--- src/rtl/weight_sram_ctrl.sv ---
// ---------------------------------------------------------------------------
// weight_sram_ctrl
// Shares the weight SRAM's single address port between a DMA load job
// (sequential 32-bit word writes) and PE-array tile fetches (reads).
// All SRAM control inputs are registered. Fetches normally win the port;
// a waiting load word is forced through after MAX_STARVE consecutive
// fetch grants.
//
// Ports:
//   CLK, RST                 clock, synchronous active-high reset
//   cfg_start/base/len       load job start pulse, first word address, length
//   load_busy, load_done     job in progress, one-cycle completion pulse
//   ld_valid/ready, ld_data  load word handshake
//   fr_valid/ready           fetch request handshake
//   fr_tile/half/lane        fetch address fields -> {tile, half, lane}
//   w_valid                  SRAM DO holds data for a granted fetch
//   sram_addr/en/we/di       registered SRAM controls
//
// state | meaning
// IDLE  | no job, waiting for cfg_start
// LOAD  | job active, writing words as they arrive
// DONE  | job finished, load_done high for this cycle
// ---------------------------------------------------------------------------
module weight_sram_ctrl #(
   parameter int MAX_STARVE = 4
) (
   input  logic        CLK,
   input  logic        RST,
   input  logic        cfg_start,
   input  logic [11:0] cfg_base,
   input  logic [12:0] cfg_len,
   output logic        load_busy,
   output logic        load_done,
   input  logic        ld_valid,
   output logic        ld_ready,
   input  logic [31:0] ld_data,
   input  logic        fr_valid,
   output logic        fr_ready,
   input  logic [8:0]  fr_tile,
   input  logic        fr_half,
   input  logic [1:0]  fr_lane,
   output logic        w_valid,
   output logic [11:0] sram_addr,
   output logic        sram_en,
   output logic        sram_we,
   output logic [31:0] sram_di
);

   typedef enum logic [1:0] {
      IDLE = 2'd0,
      LOAD = 2'd1,
      DONE = 2'd2
   } state_t;

   localparam logic [3:0] STARVE_MAX = 4'(MAX_STARVE);

   state_t      state;
   logic [11:0] ptr;
   logic [12:0] remain;
   logic [3:0]  scnt;

   logic in_load;
   logic starved;
   logic ld_pending;
   logic ld_hs;
   logic fr_hs;

   assign in_load    = (state == LOAD);
   assign starved    = (scnt == STARVE_MAX);
   assign ld_pending = in_load & ld_valid;

   assign ld_ready = in_load & (~fr_valid | starved);
   assign fr_ready = ~(ld_pending & starved);
   assign ld_hs    = ld_valid & ld_ready;
   assign fr_hs    = fr_valid & fr_ready;

   assign load_busy = (state != IDLE);
   assign load_done = (state == DONE);

   always_ff @(posedge CLK) begin
      if (RST) begin
         state     <= IDLE;
         ptr       <= 12'd0;
         remain    <= 13'd0;
         scnt      <= 4'd0;
         sram_addr <= 12'd0;
         sram_en   <= 1'b0;
         sram_we   <= 1'b0;
         sram_di   <= 32'd0;
         w_valid   <= 1'b0;
      end else begin
         // ld_ready and fr_ready are mutually exclusive whenever both
         // requesters are valid, so at most one of these is set.
         sram_en <= fr_hs;
         sram_we <= ld_hs;
         w_valid <= sram_en;

         if (fr_hs) begin
            sram_addr <= {fr_tile, fr_half, fr_lane};
         end else if (ld_hs) begin
            sram_addr <= ptr;
            sram_di   <= ld_data;
         end

         // Counts fetch grants that overtook a waiting load word.
         if (ld_hs || !ld_pending) begin
            scnt <= 4'd0;
         end else if (fr_hs && !starved) begin
            scnt <= scnt + 4'd1;
         end

         case (state)
            IDLE: begin
               if (cfg_start) begin
                  ptr    <= cfg_base;
                  remain <= cfg_len;
                  state  <= (cfg_len == 13'd0) ? DONE : LOAD;
               end
            end
            LOAD: begin
               if (ld_hs) begin
                  ptr    <= ptr + 12'd1;
                  remain <= remain - 13'd1;
                  if (remain == 13'd1) begin
                     state <= DONE;
                  end
               end
            end
            DONE: begin
               state <= IDLE;
            end
            default: begin
               state <= IDLE;
            end
         endcase
      end
   end

endmodule
--- config.mk ---
export PLATFORM = sky130hd
export DESIGN_NAME = weight_sram_ctrl
export DESIGN_NICKNAME = d
export VERILOG_FILES = /design/src/rtl/weight_sram_ctrl.sv
export SDC_FILE = /design/constraint.sdc
export NUM_CORES = 1
export LEC_CHECK = 0
export CAP_MARGIN = 0
export CELL_PAD_IN_SITES_DETAIL_PLACEMENT = 0
export CELL_PAD_IN_SITES_GLOBAL_PLACEMENT = 1
export CORE_AREA = 2 2 104 131
export DETAILED_ROUTE_END_ITERATION = 12
export DIE_AREA = 0 0 106 133
export PLACE_DENSITY_LB_ADDON = 0.1
export SLEW_MARGIN = 20
export SYNTH_ARGS = -nofsm -noshare
export SYNTH_HDL_FRONTEND = slang
export SYNTH_SLANG_ARGS = --single-unit
--- constraint.sdc ---
create_clock -name CLK -period 1.9 [get_ports CLK]
set_clock_uncertainty 0.1 [all_clocks]
set_input_delay 0.38 -clock CLK [delete_from_list [all_inputs] [get_ports CLK]]
set_output_delay 0.38 -clock CLK [all_outputs]
set_load 0.05 [all_outputs]
==> qor.txt, run 1 <==
SYNTHESIS
------------------------------------------------------------------------------------
Yosys synthesis warning count                                                      0
Leading cell types by total area after synthesis                        dfxtp_1 43%, nand2_1 10%, a21oi_1 6.6%
Number of distinct library cells after synthesis                                  55
Most frequently used flop master after synthesis                             dfxtp_1
Dominant cell type by area after synthesis                                   dfxtp_1
Synthesized net count                                                            533
Most used standard cell by instance count after synthesis                    nand2_1
Post-synth top area share                                                      43.0%
Post-synthesis cell count                                                        454
EDFF count, synth                                                                  0
Top cells by instance count after synthesis                             99 x nand2_1, 78 x dfxtp_1, 48 x a21oi_1
Proportion of synthesized flip-flops having asynchronous set or reset             0%
Average instance area after synthesis                                      7.99 um^2
Sequential cell area fraction in the yosys report                              43.0%
Post-synthesis cell area                                                   3630 um^2
Total of flip-flops plus latches after synthesis                                  78

FLOORPLANNING
------------------------------------------------------------------------------------
Area of the placeable core                                                13000 um^2
Starting density of the core                                                   27.9%
Vertical die dimension                                                        133 um
Total I/O pin count                                                              125
Site row count                                                                    47
Die Width                                                                     106 um
Full die area                                                             14100 um^2

CTS
------------------------------------------------------------------------------------
Worst-skew pair later-pin latency                                             340 ps
TritonCTS clock tree                                                           built
Clock buffer depth                                                                 2
Cts-stage hold buffer count                                                        0
Root Buffer Master                                                         clkbuf_16
Clock transition at path regs                                                  60 ps
Inserted Clock Buffers                                                             9
Clk sink count                                                                    78
Number of H-tree levels                                                            3

CRITICAL PATH
------------------------------------------------------------------------------------
Sort of element at the start of the critical path                               flop
Crit Path Class                                                           reg -> out
Critical path required time                                                  1420 ps
Highest net fanout along the worst path                                            4
Crit path arrival time                                                       1480 ps
Endpoint kind of the worst setup timing path                              output pin

STA
------------------------------------------------------------------------------------
Worst rel slew slack                                                           67.8%
Highest clock frequency the design can meet                                0.509 GHz
Hold Vio Cnt, Final                                                                0
RSZ-0062 raised after global routing                                            true
Final clock period utilization by the worst path                                103%
Min cycle time layout                                                        1960 ps
Transition time of the tightest slew-check pin                                478 ps
Setup TNS Final                                                             -83.7 ps
Finish-stage setup viols                                                           2
Final count of pins violating max slew                                             0
Setup ws final                                                              -64.8 ps

GLOBAL ROUTE
------------------------------------------------------------------------------------
First-pass GRT wire length                                                  19200 um
GR Overflow Total                                                                  0
Number of global-route vias before repair                                       3726
Overall fraction of global-route tracks in use                                 17.3%
Initial antenna violation count                                                    0
Maximum number of pins on one net before global-route repair                      45

OUTCOME
------------------------------------------------------------------------------------
Violated checks                                                         setup timing
Run status                                                              finished with violations

PWR
------------------------------------------------------------------------------------
Total power consumption of the routed design                                 5.26 mW
Clk pwr share                                                                  36.3%
Internal cell power                                                          3.63 mW
Power dissipated by switching net loads                                      1.63 mW
Worst IR drop on VDD                                                          525 uV
Flop pwr share                                                                 35.5%
Fraction of power spent switching nets                                         31.0%
Pwr Density                                                              882 nW/um^2
Fraction of power consumed by combinational cells                              28.2%
Leak Pwr                                                                     2.31 nW

CELLS AND AREA
------------------------------------------------------------------------------------
Layout cell share with drive strength beyond 1                                 27.9%
Multi-input combinational cell area                                        1980 um^2
Ant. Diodes                                                                        0
Number of nets at the end of the flow                                            709
Syn-to-layout area delta                                                       64.4%
Area taken by flip-flops and latches                                       1570 um^2
# fillers                                                                       1314

PLACEMENT
------------------------------------------------------------------------------------
HPWL Detailed                                                                8960 um
Weighted congestion at the end of routability-driven global placement          0.832
Port bufs                                                                        124

WORST HOLD PATH
------------------------------------------------------------------------------------
Worst min-delay path category                                              in -> reg

ROUTE
------------------------------------------------------------------------------------
Drt via density                                                                 4.87
ANT nets after route                                                               0
Iteration count of the initial detailed-routing pass                               4
Routed wire per std cell                                                     15.6 um
Residual DRC                                                                       0
Routed wire length                                                          12600 um
Via count                                                                       3927
1st-iter DRT viols                                                               142

FLOW RUN
------------------------------------------------------------------------------------
Number of maximum-capacitance constraint violations                                0

through the flow:
stage | cell area (um^2) | hold slack, ps | utilization [%] | worst slack, ps | std cells
floorplan | 3630 | 330 | - | 13.8 | 454
global placement | 5380 | 343 | 41.4 | -383 | 779
detailed placement | 5380 | 348 | 41.4 | -422 | 779
CTS | 5800 | 312 | 44.7 | -101 | 801
global route | 5960 | 344 | 45.9 | -122 | 806
finish | 5960 | 336 | 45.9 | -64.8 | 806
layer usage:
layer	GRT usage [%]	part of all wire, %	vias up
li1	-	-	1989
met1	20.5	42	1819
met2	30.3	52	102
met3	3.40	3.9	17
met4	7.02	1.9	0
met5	0	0	-
cell type report:
type	count	area share, %
multi-input combinational	331	33.2
timing repair buffer	199	30.8
sequential	78	26.3
clock buffer	10	3.84
tap	171	3.59
clock inverter	6	1.59
inverter	11	0.692
layout by cell type (no fill, tap or decap), types with 4 or more instances in the layout:
| cell type | count |
|---|---|
| buf_4 | 108 |
| nand2_1 | 99 |
| dfxtp_1 | 74 |
| clkdlybuf4s50_1 | 71 |
| a21oi_1 | 47 |
| nor2_1 | 36 |
| o21ai_0 | 13 |
| a311oi_1 | 12 |
| clkbuf_16 | 10 |
| buf_12 | 10 |
| inv_1 | 9 |
| nor4_1 | 9 |
| nor3_1 | 8 |
| nand3_1 | 8 |
| a211oi_1 | 6 |
| or4_1 | 5 |
| buf_6 | 5 |
| nor2b_1 | 4 |
| nor4_2 | 4 |
| nand4_1 | 4 |
| o22ai_1 | 4 |
| ha_1 | 4 |
logic make-up (layout without fill, tap and decap cells):
family,count (synthesis),in the layout,share of synthesized area (%)
AND/OR/NAND/NOR,199,199,25.8
AO/OA/AOI/OAI,123,123,22.8
flip-flops,78,78,43.0
XOR/XNOR,3,3,0.725
adder cells (fa/ha/maj),5,5,1.72
buffers and inverters,45,226,5.62
multiplexers,1,1,0.276
power by group through the flow:
stage	clock, mW	combinational (mW)	sequential, mW
after global routing	2.02	1.59	1.89
after global placement	0	1.36	1.90
final	1.91	1.48	1.87
after detailed placement	0	1.37	1.90
after floorplan	0	0.588	2.05
after CTS	1.96	1.40	1.87
worst paths after layout:
kind / start / end / slack [ps] / depth (start not counted)
max: scnt[1] / fr_ready / -60 / 6
min: RST / state[0] / 340 / 3
max reg2reg: scnt[1] / remain[0] / 30 / 10
min reg2reg: sram_di[28] / sram_di[28] / 350 / 2
worst max-delay path: stages (launching register included):
cell	delay, ps
dfxtp_2	320
inv_2	60
ha_4	110
nand3b_1	110
buf_12	150
or2_4	230
buf_8	150
flip-flops by register name, summed over array words and instances, names as in the netlist:
register / count
ptr: 12
sram_addr: 12
sram_di: 32
w_valid: 1
sram_en: 1
state: 2
scnt: 4
remain: 13
sram_we: 1
timing repair:
item | 4_1_cts | 5_1_grt
pin swaps | 4 | 11
buffers inserted | 6 | 3
gates cloned | 0 | 2
endpoints found under the setup margin | 7 | 64
gates resized for setup | 21 | 24
(Power assumes the default switching activity.)
==> run 2, diff against run 1 <==
--- a/config.mk
+++ b/config.mk
@@ -14,3 +14,2 @@
 export PLACE_DENSITY_LB_ADDON = 0.1
-export SLEW_MARGIN = 20
 export SYNTH_ARGS = -nofsm -noshare
--- a/constraint.sdc
+++ b/constraint.sdc
@@ -4,2 +4,2 @@
 set_output_delay 0.38 -clock CLK [all_outputs]
-set_load 0.05 [all_outputs]
+set_load 0.005 [all_outputs]
==> qor.txt, run 2 (same netlist as run 1, synthesis figures left out) <==
FLOORPLANNING
-------------------------------------------------------------------------------------
Die Width                                                                      106 um
Total I/O pin count                                                               125
Full die area                                                              14100 um^2
Starting density of the core                                                    27.9%
Site row count                                                                     47
Vertical die dimension                                                         133 um
Area of the placeable core                                                 13000 um^2

STA
-------------------------------------------------------------------------------------
Final clock period utilization by the worst path                                97.7%
Transition time of the tightest slew-check pin                                 475 ps
Highest clock frequency the design can meet                                 0.539 GHz
Min cycle time layout                                                         1860 ps
Hold Vio Cnt, Final                                                                 0
RSZ-0062 raised after global routing                                             true
Setup TNS Final                                                                  0 ps
Finish-stage setup viols                                                            0
Final count of pins violating max slew                                              0
Worst rel slew slack                                                            68.0%
Setup ws final                                                                44.3 ps

PWR
-------------------------------------------------------------------------------------
Leak Pwr                                                                      2.17 nW
Worst IR drop on VDD                                                           368 uV
Pwr Density                                                               823 nW/um^2
Total power consumption of the routed design                                  4.87 mW

CRITICAL PATH
-------------------------------------------------------------------------------------
R2r worst-path depth                                                                9
Critical path required time                                                   1420 ps
Register-to-register setup slack                                                70 ps
Crit Path Class                                                            reg -> out
Endpoint kind of the worst setup timing path                               output pin
Highest net fanout along the worst path                                             3
Worst r2r src                                                                 scnt[1]
Sort of element at the start of the critical path                                flop
Terminus of the critical flop-to-flop path                                  remain[9]
Crit path arrival time                                                        1380 ps

GLOBAL ROUTE
-------------------------------------------------------------------------------------
GR Overflow Total                                                                   0
Initial antenna violation count                                                     0
Overall fraction of global-route tracks in use                                  16.8%
First-pass GRT wire length                                                   18900 um
Maximum number of pins on one net before global-route repair                       52
Number of global-route vias before repair                                        3719

CTS
-------------------------------------------------------------------------------------
Worst-skew pair later-pin latency                                              330 ps
Clk sink count                                                                     78
Inserted Clock Buffers                                                              9
Clock buffer depth                                                                  2
Number of H-tree levels                                                             3
Clock transition at path regs                                                   60 ps
Root Buffer Master                                                          clkbuf_16
TritonCTS clock tree                                                            built
Cts-stage hold buffer count                                                         0

CELLS AND AREA
-------------------------------------------------------------------------------------
Most frequent standard cell in the layout excluding fill and tap cells   clkdlybuf4s50_1
Biggest register                                                              sram_di
Number of nets at the end of the flow                                             698
Ant. Diodes                                                                         0
Top library cells by usage in the layout, fill and taps aside            116 x clkdlybuf4s50_1, 99 x nand2_1, 74 x dfxtp_1
Final Instance Area                                                         5920 um^2
Flip-flop count of the largest register after layout                               32
Final non-filler cell total                                                       795
Syn-to-layout area delta                                                        63.2%
Largest registers                                                        sram_di: 32 flops, remain: 13 flops
Layout cell share with drive strength beyond 1                                  18.1%

FLOW RUN
-------------------------------------------------------------------------------------
Number of maximum-capacitance constraint violations                                 0

ROUTE
-------------------------------------------------------------------------------------
1st-iter DRT viols                                                                159
ANT nets after route                                                                0
Drt via density                                                                  4.88
Via count                                                                        3876
Routed wire per std cell                                                      15.1 um
Iteration count of the initial detailed-routing pass                                4
Routed wire length                                                           12000 um
Residual DRC                                                                        0

PLACEMENT
-------------------------------------------------------------------------------------
Placed standard-cell area                                                   5460 um^2
Number of instances in the placed design                                          774
Port bufs                                                                         124
HPWL Detailed                                                                 8800 um
Weighted congestion at the end of routability-driven global placement           0.772
Post-placement setup slack                                                    -402 ps

WORST HOLD PATH
-------------------------------------------------------------------------------------
Worst min-delay path category                                              reg -> reg
Startpoint of the most critical hold path                                 sram_di[30]
Worst hold stages                                                                   2
Endpoint with the worst hold slack                                        sram_di[30]

OUTCOME
-------------------------------------------------------------------------------------
Run status                                                               finished clean

==> run 2: changes by cell type in the layout (fill, tap and decap cells not counted), moves of 2 or more <==
| cell | before | now |
|---|---|---|
| buf_4 | 108 | 49 |
| clkdlybuf4s50_1 | 71 | 116 |
| a2111oi_1 | 0 | 2 |
| a2111oi_2 | 2 | 0 |
| a211oi_1 | 6 | 8 |
| a211oi_2 | 2 | 0 |
| a21oi_2 | 0 | 2 |
| a21oi_4 | 2 | 0 |
| buf_12 | 10 | 8 |
| dlygate4sd2_1 | 1 | 3 |
| dlymetal6s2s_1 | 0 | 2 |
| inv_6 | 0 | 2 |
| o21ai_0 | 13 | 15 |
==> run 2: what timing repair did <==
| action | 4_1_cts | 5_1_grt |
|---|---|---|
| hold endpoints to repair | 0 | 0 |
| buffers inserted | 0 | 3 |
| gates cloned | 0 | 2 |
| endpoints found under the setup margin | 12 | 65 |
| pin swaps | 3 | 11 |
| gates resized for setup | 13 | 27 |
==> run 2: stage by stage <==
step | hold WS, ps | util (%)
final | 353 | 45.5
after floorplan | 330 | -
after global placement | 343 | 42.0
after detailed placement | 346 | 42.0
after CTS | 355 | 44.5
after global routing | 371 | 45.5
==> run 2: worst max-delay path: stages (launching register included) <==
cell and delay, ps:
dfxtp_2 320, inv_2 60, ha_4 120, nand3b_1 140, or2_4 290, buf_6 110
==> run 2: worst max-delay path by stage <==
stage                    from          to  slack, ps
floorplan           remain[0]  remain[12]         10
global placement     ld_valid    fr_ready       -390
detailed placement  cfg_start      ptr[2]       -400
CTS                   scnt[0]    fr_ready        -30
global route          scnt[1]      ptr[2]        -20
finish                scnt[1]    fr_ready         40
==> run 2: final cells by class <==
class | count | area (um^2)
Multi-Input combinational cell | 331 | 1930
Fill cell | 1309 | 7080
Sequential cell | 78 | 1570
Clock buffer | 10 | 239
Inverter | 11 | 41.3
Clock inverter | 6 | 68.8
Tap cell | 171 | 214
Timing Repair Buffer | 188 | 1850
==> run 2: power breakdown <==
part / internal, mW / switching, mW / leakage, nW
clock: 1.06 / 0.711 / 0.149
sequential: 1.76 / 0.0988 / 0.640
combinational: 0.666 / 0.567 / 1.38
==> run 2: layer usage <==
metal | GRT usage, % | share of wire [%] | vias up
li1 | - | - | 1968
met1 | 21.3 | 44 | 1804
met2 | 29.3 | 51 | 93
met3 | 2.76 | 4.2 | 11
met4 | 4.75 | 1.2 | 0
met5 | 0 | 0 | -
